===== config.mk =====
export PLATFORM = sky130hd
export DESIGN_NAME = fifo_word_packer
export DESIGN_NICKNAME = d
export VERILOG_FILES = /design/src/rtl/fifo_word_packer.sv
export SDC_FILE = /design/constraint.sdc
export NUM_CORES = 1
export LEC_CHECK = 0
export BUFFER_PORTS_ARGS = -buffer_cell sky130_fd_sc_hd__clkbuf_2
export CORE_AREA = 2 2 64 72
export CTS_CLUSTER_SIZE = 8
export DETAILED_ROUTE_END_ITERATION = 12
export DIE_AREA = 0 0 66 74
export PLACE_DENSITY_LB_ADDON = 0.3
export SYNTH_ARGS = -nofsm -noshare
export SYNTH_HDL_FRONTEND = slang
export SYNTH_SLANG_ARGS = --single-unit

===== constraint.sdc =====
create_clock -name clk -period 2.1 [get_ports clk]
set_input_delay 0.105 -clock clk [delete_from_list [all_inputs] [get_ports clk]]
set_output_delay 0.105 -clock clk [all_outputs]
set_load 0.02 [all_outputs]

===== src/rtl/fifo_word_packer.sv =====
// Packs pairs of FIFO words into one double-width output word, first word in the low half.
// A flush emits a held odd word zero-padded in the high half, flagged by out_half.
module fifo_word_packer #(
    parameter int FIFO_WIDTH = 16
) (
    input  logic                    clk,
    input  logic                    rst,
    input  logic [FIFO_WIDTH-1:0]   fifo_data_out,
    input  logic                    fifo_empty,
    output logic                    fifo_rd_en,
    input  logic                    flush,
    output logic [2*FIFO_WIDTH-1:0] out_data,
    output logic                    out_valid,
    input  logic                    out_ready,
    output logic                    out_half,
    output logic                    flush_done
);

    logic                  pend;
    logic                  have_lo;
    logic [FIFO_WIDTH-1:0] lo_reg;
    logic                  flush_req;

    logic out_free;
    logic pair_load;
    logic flush_eval;
    logic partial_load;
    logic flush_finish;

    // A read is never issued while the second word of a pair is in flight, so the
    // output register is always free when a pair completes.
    always_comb begin
        out_free     = !out_valid || out_ready;
        pair_load    = pend && have_lo;
        flush_eval   = flush_req && !pend;
        partial_load = flush_eval && have_lo && out_free;
        flush_finish = flush_eval && (!have_lo || out_free);
        fifo_rd_en   = !rst && !fifo_empty && !flush_req && out_free && !(pend && have_lo);
    end

    always_ff @(posedge clk) begin
        if (rst) begin
            pend       <= 1'b0;
            have_lo    <= 1'b0;
            lo_reg     <= '0;
            flush_req  <= 1'b0;
            out_data   <= '0;
            out_valid  <= 1'b0;
            out_half   <= 1'b0;
            flush_done <= 1'b0;
        end else begin
            pend       <= fifo_rd_en;
            flush_done <= flush_finish;

            if (pend && !have_lo) begin
                lo_reg  <= fifo_data_out;
                have_lo <= 1'b1;
            end else if (pair_load || partial_load) begin
                have_lo <= 1'b0;
            end

            // An in-flight word always settles before a pending flush is acted on.
            if (flush_finish) begin
                flush_req <= 1'b0;
            end else if (flush && !flush_req) begin
                flush_req <= 1'b1;
            end

            if (pair_load) begin
                out_data  <= {fifo_data_out, lo_reg};
                out_valid <= 1'b1;
                out_half  <= 1'b0;
            end else if (partial_load) begin
                out_data  <= {{FIFO_WIDTH{1'b0}}, lo_reg};
                out_valid <= 1'b1;
                out_half  <= 1'b1;
            end else if (out_valid && out_ready) begin
                out_valid <= 1'b0;
            end
        end
    end

endmodule


* Word level (Yosys, flattened, before mapping)
Index checks and enable logic that the tools add are counted.
** Word-level totals
- Bits of input ports :: 21
- Flip-flop bits (word level) :: 54
- Output and inout bits :: 36
** Operators by class
- Reduce and logical (&&, ||, !) cells :: 27
- Mux-type cells :: 7
** Operators with widths (count)
- $mux W32 :: 2
- $logic_and A1 B1 Y1 :: 12
- $logic_not A1 Y1 :: 7
- $mux W1 :: 5
- $reduce_bool A2 Y1 :: 2
- $reduce_or A2 Y1 :: 2
- $logic_or A1 B1 Y1 :: 3
- $reduce_bool A3 Y1 :: 1

* Longest topological paths before layout
Gate-level depths: netlist of run 1.
- Word-level depth :: 7
- Gate-level depth with buffers :: 5
- Depth with buffers taken out :: 3

* Least setup slack after synthesis of run 1
Ideal clock, no wire load.
- Path type :: register to output
- Start :: register out_valid
- End :: output port fifo_rd_en
- Path buffers :: 0
- Stages on the path, launching flop included :: 4
- Slack :: 0.680 ns
- Data arrival time :: 1.315 ns
- Data required time :: 1.995 ns
- Cells stage by stage :: dfxtp_1 nor2b_1 or3_1 nor3_1
** Between the ends
- Longest elaborated chain between the ends :: 4
** RTL lines
- from (decl) :: line 13 : output logic out_valid,
- from (signal assigned) :: line 48 : out_valid <= 1'b0;
- from (signal assigned) :: line 71 : out_valid <= 1'b1;
- from (signal assigned) :: line 75 : out_valid <= 1'b1;
- $logic_not A1 Y1 :: line 33 : out_free = !out_valid || out_ready;
- $logic_or A1 B1 Y1 :: line 33
- $logic_and A1 B1 Y1 (2 in series) :: line 38 : fifo_rd_en = !rst && !fifo_empty && !flush_req && out_free && !(pend && have_lo);
- to (decl) :: line 10 : output logic fifo_rd_en,
Every way passes these cells.

* Final worst setup path of run 1
Ends and elaborated chain as after synthesis.

==> flow_metrics.tcl, run 1 <==
set metrics [dict create \
    num_rows 25 \
    syn_to_final_growth_pct 19.6 \
    final_util_pct 57.7 \
    pin_count 57 \
    synthesis.instances 203 \
    cp.buffers_inverters 1 \
    routedWlPerCell_um 12.2 \
    grt_max_degree 58 \
    dieArea_um2 4880 \
    cp_slowest_cell "or3_1" \
    grt-ovfl-total 0 \
    cts_resized 0 \
    met1Wirelength_um 1920 \
    diodes 0 \
    core_area_um2 4190 \
    wl_um 3800 \
    ctsHoldBuffers 0 \
    worst_slew_pin_slew_ps 632 \
    yosysUniqueCellTypes 25 \
    dr_total_vias 1466 \
    netlist_area_um2 2020 \
    post-place-ws_ps 684 \
    end_kind "output port" \
    drcViolationCount 0 \
    clk_path_buf_depth 2 \
    routabilityCongestion 0.735 \
    drt_iter0_markers 36 \
    maxCapViolCount 0 \
    place_area_um2 2310 \
    rsz0062_at_grt "false" \
    ys_ff_latch 54 \
    yosysTopAreaCellShare_pct 53.5 \
    critPathTopFamily "simple AND/OR/NAND/NOR gates" \
    synth_area_leaders "dfxtp_1 (53%), nand2b_1 (11%), mux2i_1 (7.9%)" \
    drt_first_pass_iters 4 \
    antenna_found_initial 0 \
    ys_warn_count 0 \
    grt_pass1_wl_um 6310 \
    syn_nets 224 \
    yosysTopAreaCell "dfxtp_1" \
    fp.dieH_um 74 \
    worst_slack_ps 514 \
    skew_ps 6.52 \
    finalSetupViolCount 0 \
    max-vdd-ir-drop_mv 0.555 \
    max_freq_mhz 631 \
    worstSetupPathType "register to output port" \
    grt_pass1_vias 1380 \
    design_area_um2 2420 \
    outcome "completed" \
    io_buffers 56 \
    clock-sinks 54 \
    hpwl_um 2640 \
    max-slew-margin-rel_pct 57.8 \
    layout.nets 276 \
    wl_met2_um 1590 \
    wl_met3_um 229 \
    htree_levels 2 \
    critPathArrivalTime_ps 1480 \
    ant_nets 0 \
    seq_area_frac_synth_pct 53.5 \
    track_usage_pct 16.9 \
    drive_gt1_share_pct 27.7 \
    fin_crit_ps 1590 \
    crit_fanout 3 \
    finalCritPeriodShare_pct 75.5 \
    initial_core_util_pct 48.2 \
    clkTransAtPathRegs_ps 90 \
    cts_buffers 5 \
    clock-root-buffer "clkbuf_8" \
    largest_register_ffs 32 \
    routed.top_layer "met4" \
    crit_required_ps 2000 \
    die_w_um 66 \
    maxSlewViolCount 0 \
    worstPathCellList "nor2b_1 -> or3_1 -> nor3_1 -> clkbuf_2" \
    n_fill_cell 408 \
    clk_latency_ps 300 \
    p_leak_uw 0.000980 \
    postSynthAreaPerCell_um2 9.95 \
    power.density_nw_per_um2 788 \
    hold_path.class "input pin to register" \
    cts_tree "built" \
    post_cts_buffers 0 \
    slowest_delay_ps 340 \
    viasPerCell 4.73 \
    hold_violations 0 \
    setup_tns_ps 0 \
    worstSetupStartpointType "register" \
]
worst register-to-register path, cell delays in order, from the launching register on:
cell,delay [ps]
dfxtp_1,370
and2_4,190
a211oi_4,580
a22o_1,230
power by group:
part	internal, uW	switching [uW]	total [uW]
Clock	356	318	674
Sequential	1050	19.1	1070
Combinational	67.3	91.2	158
Total	1480	429	1900
metrics by stage:
stage	hold slack (ps)	std cells	total power, uW
after floorplan	238	203	1210
after global placement	346	302	1250
after detailed placement	351	302	1260
after CTS	22.3	310	1930
after global routing	27.5	310	1990
final	29.8	310	1900
cell families after synthesis:
kind of cell / count (synthesis) / synth area share (%)
AO/OA/AOI/OAI: 39 / 13.6
multiplexers: 16 / 7.93
flip-flops: 54 / 53.5
buffers and inverters: 14 / 4.33
AND/OR/NAND/NOR: 80 / 20.6
cell type report:
cell class / instances / area (um^2) / share of cell area [%]
timing repair buffer: 59 / 303 / 12.5
sequential: 54 / 1080 / 44.7
clock inverter: 2 / 37.5 / 1.55
multi-input combinational: 135 / 856 / 35.4
tap: 54 / 67.6 / 2.80
clock buffer: 6 / 72.6 / 3.00
placed cells by master (no fill, tap or decap), drive strengths merged, types with 2 or more instances in the layout:
| cell | netlist | routed |
|---|---|---|
| clkbuf | 4 | 62 |
| dfxtp | 54 | 54 |
| nand2b | 34 | 34 |
| nand2 | 34 | 34 |
| a21oi | 18 | 18 |
| mux2i | 16 | 16 |
| a22o | 16 | 16 |
| nor3 | 3 | 3 |
| buf | 10 | 3 |
| nor2 | 2 | 2 |
| and2 | 2 | 2 |
| a211oi | 2 | 2 |
cells in the mapped netlist:
| library cell | count |
|---|---|
| a211oi_1 | 1 |
| a211oi_4 | 1 |
| a21oi_1 | 18 |
| a22o_1 | 16 |
| a31oi_1 | 1 |
| and2_2 | 1 |
| and2_4 | 1 |
| and2b_2 | 1 |
| and3b_1 | 1 |
| buf_2 | 6 |
| buf_4 | 1 |
| buf_6 | 3 |
| clkbuf_1 | 3 |
| clkbuf_2 | 1 |
| dfxtp_1 | 54 |
| mux2i_1 | 16 |
| nand2_1 | 34 |
| nand2b_1 | 34 |
| nor2_1 | 2 |
| nor2b_1 | 1 |
| nor3_1 | 3 |
| o21ai_1 | 1 |
| o22ai_1 | 1 |
| or2b_1 | 1 |
| or3_1 | 1 |
layer usage:
metal  up-vias  GRT usage, %
met1       637          24.7
li1        784             -
met5         -             0
met2        41          24.4
met4         0          5.44
met3         4          4.99
worst paths after layout:
check	endpoint	slack [ps]	from	cells past startpoint
hold reg to reg	lo_reg[11]	460	lo_reg[11]	2
setup reg to reg	out_data[17]	670	have_lo	3
setup / recovery	fifo_rd_en	510	out_valid	4
hold / removal	lo_reg[7]	30	fifo_data_out[7]	3
(Power assumes the default switching activity.)
==> run 2, diff against run 1 <==
--- a/config.mk
+++ b/config.mk
@@ -6,10 +6,10 @@
 export NUM_CORES = 1
 export LEC_CHECK = 0
 export BUFFER_PORTS_ARGS = -buffer_cell sky130_fd_sc_hd__clkbuf_2
-export CORE_AREA = 2 2 64 72
+export CORE_AREA = 2 2 67 75
 export CTS_CLUSTER_SIZE = 8
 export DETAILED_ROUTE_END_ITERATION = 12
-export DIE_AREA = 0 0 66 74
+export DIE_AREA = 0 0 69 77
 export PLACE_DENSITY_LB_ADDON = 0.3
 export SYNTH_ARGS = -nofsm -noshare
 export SYNTH_HDL_FRONTEND = slang
==> constraint.sdc (replaced) <==
create_clock -name clk -period 1.3 [get_ports clk]
set_input_delay 0.065 -clock clk [delete_from_list [all_inputs] [get_ports clk]]
set_output_delay 0.065 -clock clk [all_outputs]
set_load 0.02 [all_outputs]
==> flow_metrics.tcl, run 2 (synthesized netlist as in run 1, its figures left out) <==
set metrics [dict create \
    outcome "complete, but fails checks" \
    violations "negative setup slack" \
    drt_first_pass_iters 4 \
    largest_register_ffs 32 \
    most-common-layout-cells "clkbuf_2 (55), dfxtp_1 (53), nand2b_1 (34), nand2_1 (34), a21oi_1 (18)" \
    clkTransAtPathRegs_ps 90 \
    dp.cells 307 \
    grt_max_degree 34 \
    crit_required_ps 1240 \
    htree_levels 2 \
    routabilityCongestion 0.831 \
    layout.nets 289 \
    io_buffers 56 \
    die_w_um 69 \
    worstSetupPathType "register to output port" \
    grt_pass1_wl_um 6930 \
    finalSetupViolCount 1 \
    core_area_um2 4550 \
    clock-sinks 54 \
    dieArea_um2 5310 \
    num_rows 26 \
    crit_fanout 3 \
    syn_to_final_growth_pct 27.2 \
    hpwl_um 2760 \
    clock-root-buffer "clkbuf_8" \
    stdcell_count 325 \
    ant_nets 0 \
    critPathTopFamily "simple AND/OR/NAND/NOR gates" \
    viasPerCell 4.77 \
    dr_total_vias 1549 \
    maxSlewViolCount 0 \
    fp.dieH_um 77 \
    worstPathCellList "nor2b_1 -> or3_4 -> nor3_2 -> buf_4" \
    finalCritPeriodShare_pct 112 \
    worst_slack_ps -157 \
    maxCapViolCount 0 \
    initial_core_util_pct 44.4 \
    antenna_found_initial 0 \
    worstSetupStartpointType "register" \
    hold_path.class "input pin to register" \
    clk_path_buf_depth 2 \
    slowest_delay_ps 350 \
    max-slew-margin-rel_pct 81.8 \
    p_leak_uw 0.00105 \
    fin_crit_ps 1460 \
    end_kind "output port" \
    grt_pass1_vias 1488 \
    rsz0062_at_grt "true" \
    final_util_pct 56.5 \
    power.total_uw 3020 \
    diodes 0 \
    layout_commonest_cell "clkbuf_2" \
    skew_ps 8.00 \
    drcViolationCount 0 \
    cp_slowest_cell "or3_4" \
    drive_gt1_share_pct 29.0 \
    n_fill_cell 424 \
    max-vdd-ir-drop_mv 0.734 \
    max_freq_mhz 686 \
    cts_tree "built" \
    critPathArrivalTime_ps 1390 \
    worst_slew_pin_slew_ps 273 \
    grt-ovfl-total 0 \
    cts_buffers 5 \
    drt_iter0_markers 76 \
    clk_latency_ps 300 \
    wl_um 4000 \
    pin_count 57 \
    routedWlPerCell_um 12.3 \
    cp.buffers_inverters 1 \
    track_usage_pct 15.9 \
    power.density_nw_per_um2 1170 \
    hold_violations 0 \
]
-- run 2: cell count changes in the layout (fill, tap and decap cells not counted), moves of 2 or more --
cell           before  now
dlygate4sd3_1       0   10
buf_12              0    2
buf_4               3    5
clkinv_4            0    2
-- run 2: per-layer routing --
layer	up-vias	part of all wire, %	track usage, %	wire length [um]
li1	811	-	-	-
met1	690	52	22.9	2070
met2	39	42	22.6	1670
met3	9	4.3	3.42	171
met4	0	2.2	7.06	87
met5	-	0	0	0
-- run 2: worst paths after layout --
| check | startpoint | endpoint | slack, ps | cells after the start |
|---|---|---|---|---|
| setup / recovery | out_valid | fifo_rd_en | -160 | 4 |
| hold / removal | fifo_data_out[1] | out_data[17] | 8 | 2 |
| setup reg to reg | have_lo | out_data[19] | 100 | 4 |
| hold reg to reg | lo_reg[9] | lo_reg[9] | 460 | 2 |
-- run 2: report_power, final --
group          total, uW  internal, uW  switching (uW)  leakage [uW]
combinational        308           149             159      0.000557
sequential          1730          1700            30.9      0.000438
clock                978           439             539     0.0000514
-- run 2: cell type report --
type                       instances  area, um^2  area share, %
timing repair buffer              72         453           17.6
sequential                        54        1080           42.1
tap                               56        70.1           2.73
clock inverter                     2        17.5          0.681
clock buffer                       6        82.6           3.21
multi-input combinational        135         866           33.7
-- run 2: repair_timing --
item,in CTS,in global routing
resized for setup,2,2
setup endpoints to repair,1,1
hold buffers,10,0
setup buffers,0,0
gates cloned,0,0
hold endpoints to repair,18,0
-- run 2: per-stage QoR --
stage	hold slack (ps)	TNS (ps)	area [um^2]	setup slack [ps]
floorplan	198	0	2030	36.9
global placement	307	0	2360	152
detailed placement	313	0	2360	143
CTS	1.73	-182	2570	-182
global route	1.74	-222	2570	-222
finish	8.44	-157	2570	-157
==> run 3, diff against run 2 <==
--- a/config.mk
+++ b/config.mk
@@ -11,6 +11,7 @@
 export DETAILED_ROUTE_END_ITERATION = 12
 export DIE_AREA = 0 0 69 77
 export PLACE_DENSITY_LB_ADDON = 0.3
+export REMOVE_ABC_BUFFERS = 1
 export SYNTH_ARGS = -nofsm -noshare
 export SYNTH_HDL_FRONTEND = slang
 export SYNTH_SLANG_ARGS = --single-unit
==> flow_metrics.tcl, run 3 (synthesized netlist as in run 1, its figures left out) <==
set metrics [dict create \
    outcome "complete, but fails checks" \
    violations "negative setup slack" \
    max_freq_mhz 705 \
    clk_path_buf_depth 2 \
    wl_um 4270 \
    fp.dieH_um 77 \
    worstPathCellList "nor2b_4 -> or3_4 -> nor3_2 -> buf_4" \
    end_kind "output port" \
    io_buffers 56 \
    slowest_delay_ps 340 \
    pin_count 57 \
    critPathTopFamily "simple AND/OR/NAND/NOR gates" \
    r2r_start "out_valid" \
    grt_max_degree 37 \
    max-vdd-ir-drop_mv 0.769 \
    hpwl_um 2750 \
    final_util_pct 58.6 \
    die_w_um 69 \
    hold_violations 0 \
    min_from "fifo_data_out[6]" \
    fin_crit_ps 1420 \
    clkTransAtPathRegs_ps 90 \
    routedWlPerCell_um 12.7 \
    p_leak_uw 0.00110 \
    crit_fanout 3 \
    clk_latency_ps 300 \
    critPathArrivalTime_ps 1350 \
    htree_levels 2 \
    diodes 0 \
    worst_slack_ps -119 \
    routabilityCongestion 0.726 \
    crit_required_ps 1240 \
    drt_first_pass_iters 4 \
    clock-sinks 54 \
    skew_ps 2.37 \
    largest_register_ffs 32 \
    worstSetupPathType "register to output port" \
    dr_total_vias 1625 \
    syn_to_final_growth_pct 32.0 \
    core_area_um2 4550 \
    drive_gt1_share_pct 31.3 \
    antenna_found_initial 0 \
    cts_buffers 5 \
    grt-ovfl-total 0 \
    timing.rr.end "out_data[4]" \
    power.density_nw_per_um2 1130 \
    initial_core_util_pct 44.4 \
    worst_slew_pin_slew_ps 317 \
    maxSlewViolCount 0 \
    drcViolationCount 0 \
    layout_commonest_cell "clkbuf_2" \
    num_rows 26 \
    grt_pass1_vias 1464 \
    maxCapViolCount 0 \
    whs_path_depth 3 \
    hold_path.class "input pin to register" \
    finalSetupViolCount 1 \
    drt_iter0_markers 68 \
    cp.buffers_inverters 1 \
    cp_slowest_cell "dfxtp_2" \
    max-slew-margin-rel_pct 78.9 \
    finalCritPeriodShare_pct 109 \
    grt_pass1_wl_um 6940 \
    track_usage_pct 16.2 \
    r2r_slack_ps 80 \
    design_area_um2 2670 \
    min_to "lo_reg[6]" \
    clock-root-buffer "clkbuf_8" \
    ant_nets 0 \
    most-common-layout-cells "clkbuf_2 (55), dfxtp_1 (51), nand2b_1 (34), nand2_1 (34), a21oi_1 (18)" \
    rsz0062_at_grt "true" \
    dieArea_um2 5310 \
    reg2reg_depth 5 \
    viasPerCell 4.82 \
    worstSetupStartpointType "register" \
    place_area_um2 2380 \
    cts_tree "built" \
    layout.nets 301 \
]
==> run 3: cell count changes in the layout (fill, tap and decap cells not counted) <==
cell,before,now
clkbuf_1,0,1
clkinv_4,2,0
dlygate4sd3_1,10,14
nor2b_4,0,1
buf_12,2,1
dfxtp_1,53,51
nor2b_1,1,0
clkinv_2,0,1
o21ai_4,0,1
buf_4,5,14
o21ai_2,1,0
dfxtp_2,1,3
==> run 3: worst reg2reg max path: stages (launching register included) <==
cell     delay, ps
dfxtp_2        340
nor2b_4        120
buf_4          140
o21ai_4        160
buf_12         190
mux2i_1        210
==> run 3: repair_timing <==
action / 4_1_cts / 5_1_grt
hold buffers: 14 / 0
resized for setup: 8 / 3
pin swaps: 3 / 2
endpoints found under the hold margin: 21 / 0
endpoints found under the setup margin: 17 / 10
cloned: 0 / 0
setup buffers: 4 / 0
==> run 3: how the worst max path moves through the flow <==
stage              start           end  slack (ps)  depth (start not counted)
5_1_grt        out_valid    fifo_rd_en        -210                          4
4_1_cts        flush_req    fifo_rd_en        -200                          4
2_1_floorplan  out_valid   out_data[0]        -680                          3
3_3_place_gp     have_lo  out_data[28]         -80                          3
6_report       out_valid    fifo_rd_en        -120                          4
3_5_place_dp     have_lo  out_data[22]        -170                          3
==> run 3: final cells by class <==
| class | count | area, um^2 |
|---|---|---|
| Sequential cell | 54 | 1080 |
| Fill cell | 425 | 1890 |
| Tap cell | 56 | 70.1 |
| Clock inverter | 1 | 5.00 |
| Timing Repair Buffer | 84 | 541 |
| Multi-Input combinational cell | 135 | 881 |
| Clock buffer | 7 | 86.3 |
==> run 3: report_power, final <==
part | leakage (uW) | internal (uW) | switching, uW
clock | 0.0000482 | 431 | 515
combinational | 0.000613 | 170 | 174
sequential | 0.000438 | 1700 | 25.1
total | 0.00110 | 2300 | 714
==> run 3: metal layers <==
| layer | track usage [%] | part of all wire, % |
|---|---|---|
| met5 | 0 | 0 |
| met4 | 4.71 | 1.3 |
| met3 | 5.39 | 5.1 |
| met2 | 26.3 | 48 |
| met1 | 20.4 | 45 |
==> run 3: metrics by stage <==
step	setup slack (ps)	cells	hold WS [ps]	setup TNS, ps	total power, uW
after global placement	-82.2	312	304	-1300	2050
after floorplan	-679	189	134	-11750	1920
after global routing	-205	337	2.21	-205	3170
final	-119	337	8.82	-119	3020
after CTS	-200	338	3.50	-200	3050
after detailed placement	-169	312	306	-2500	2060
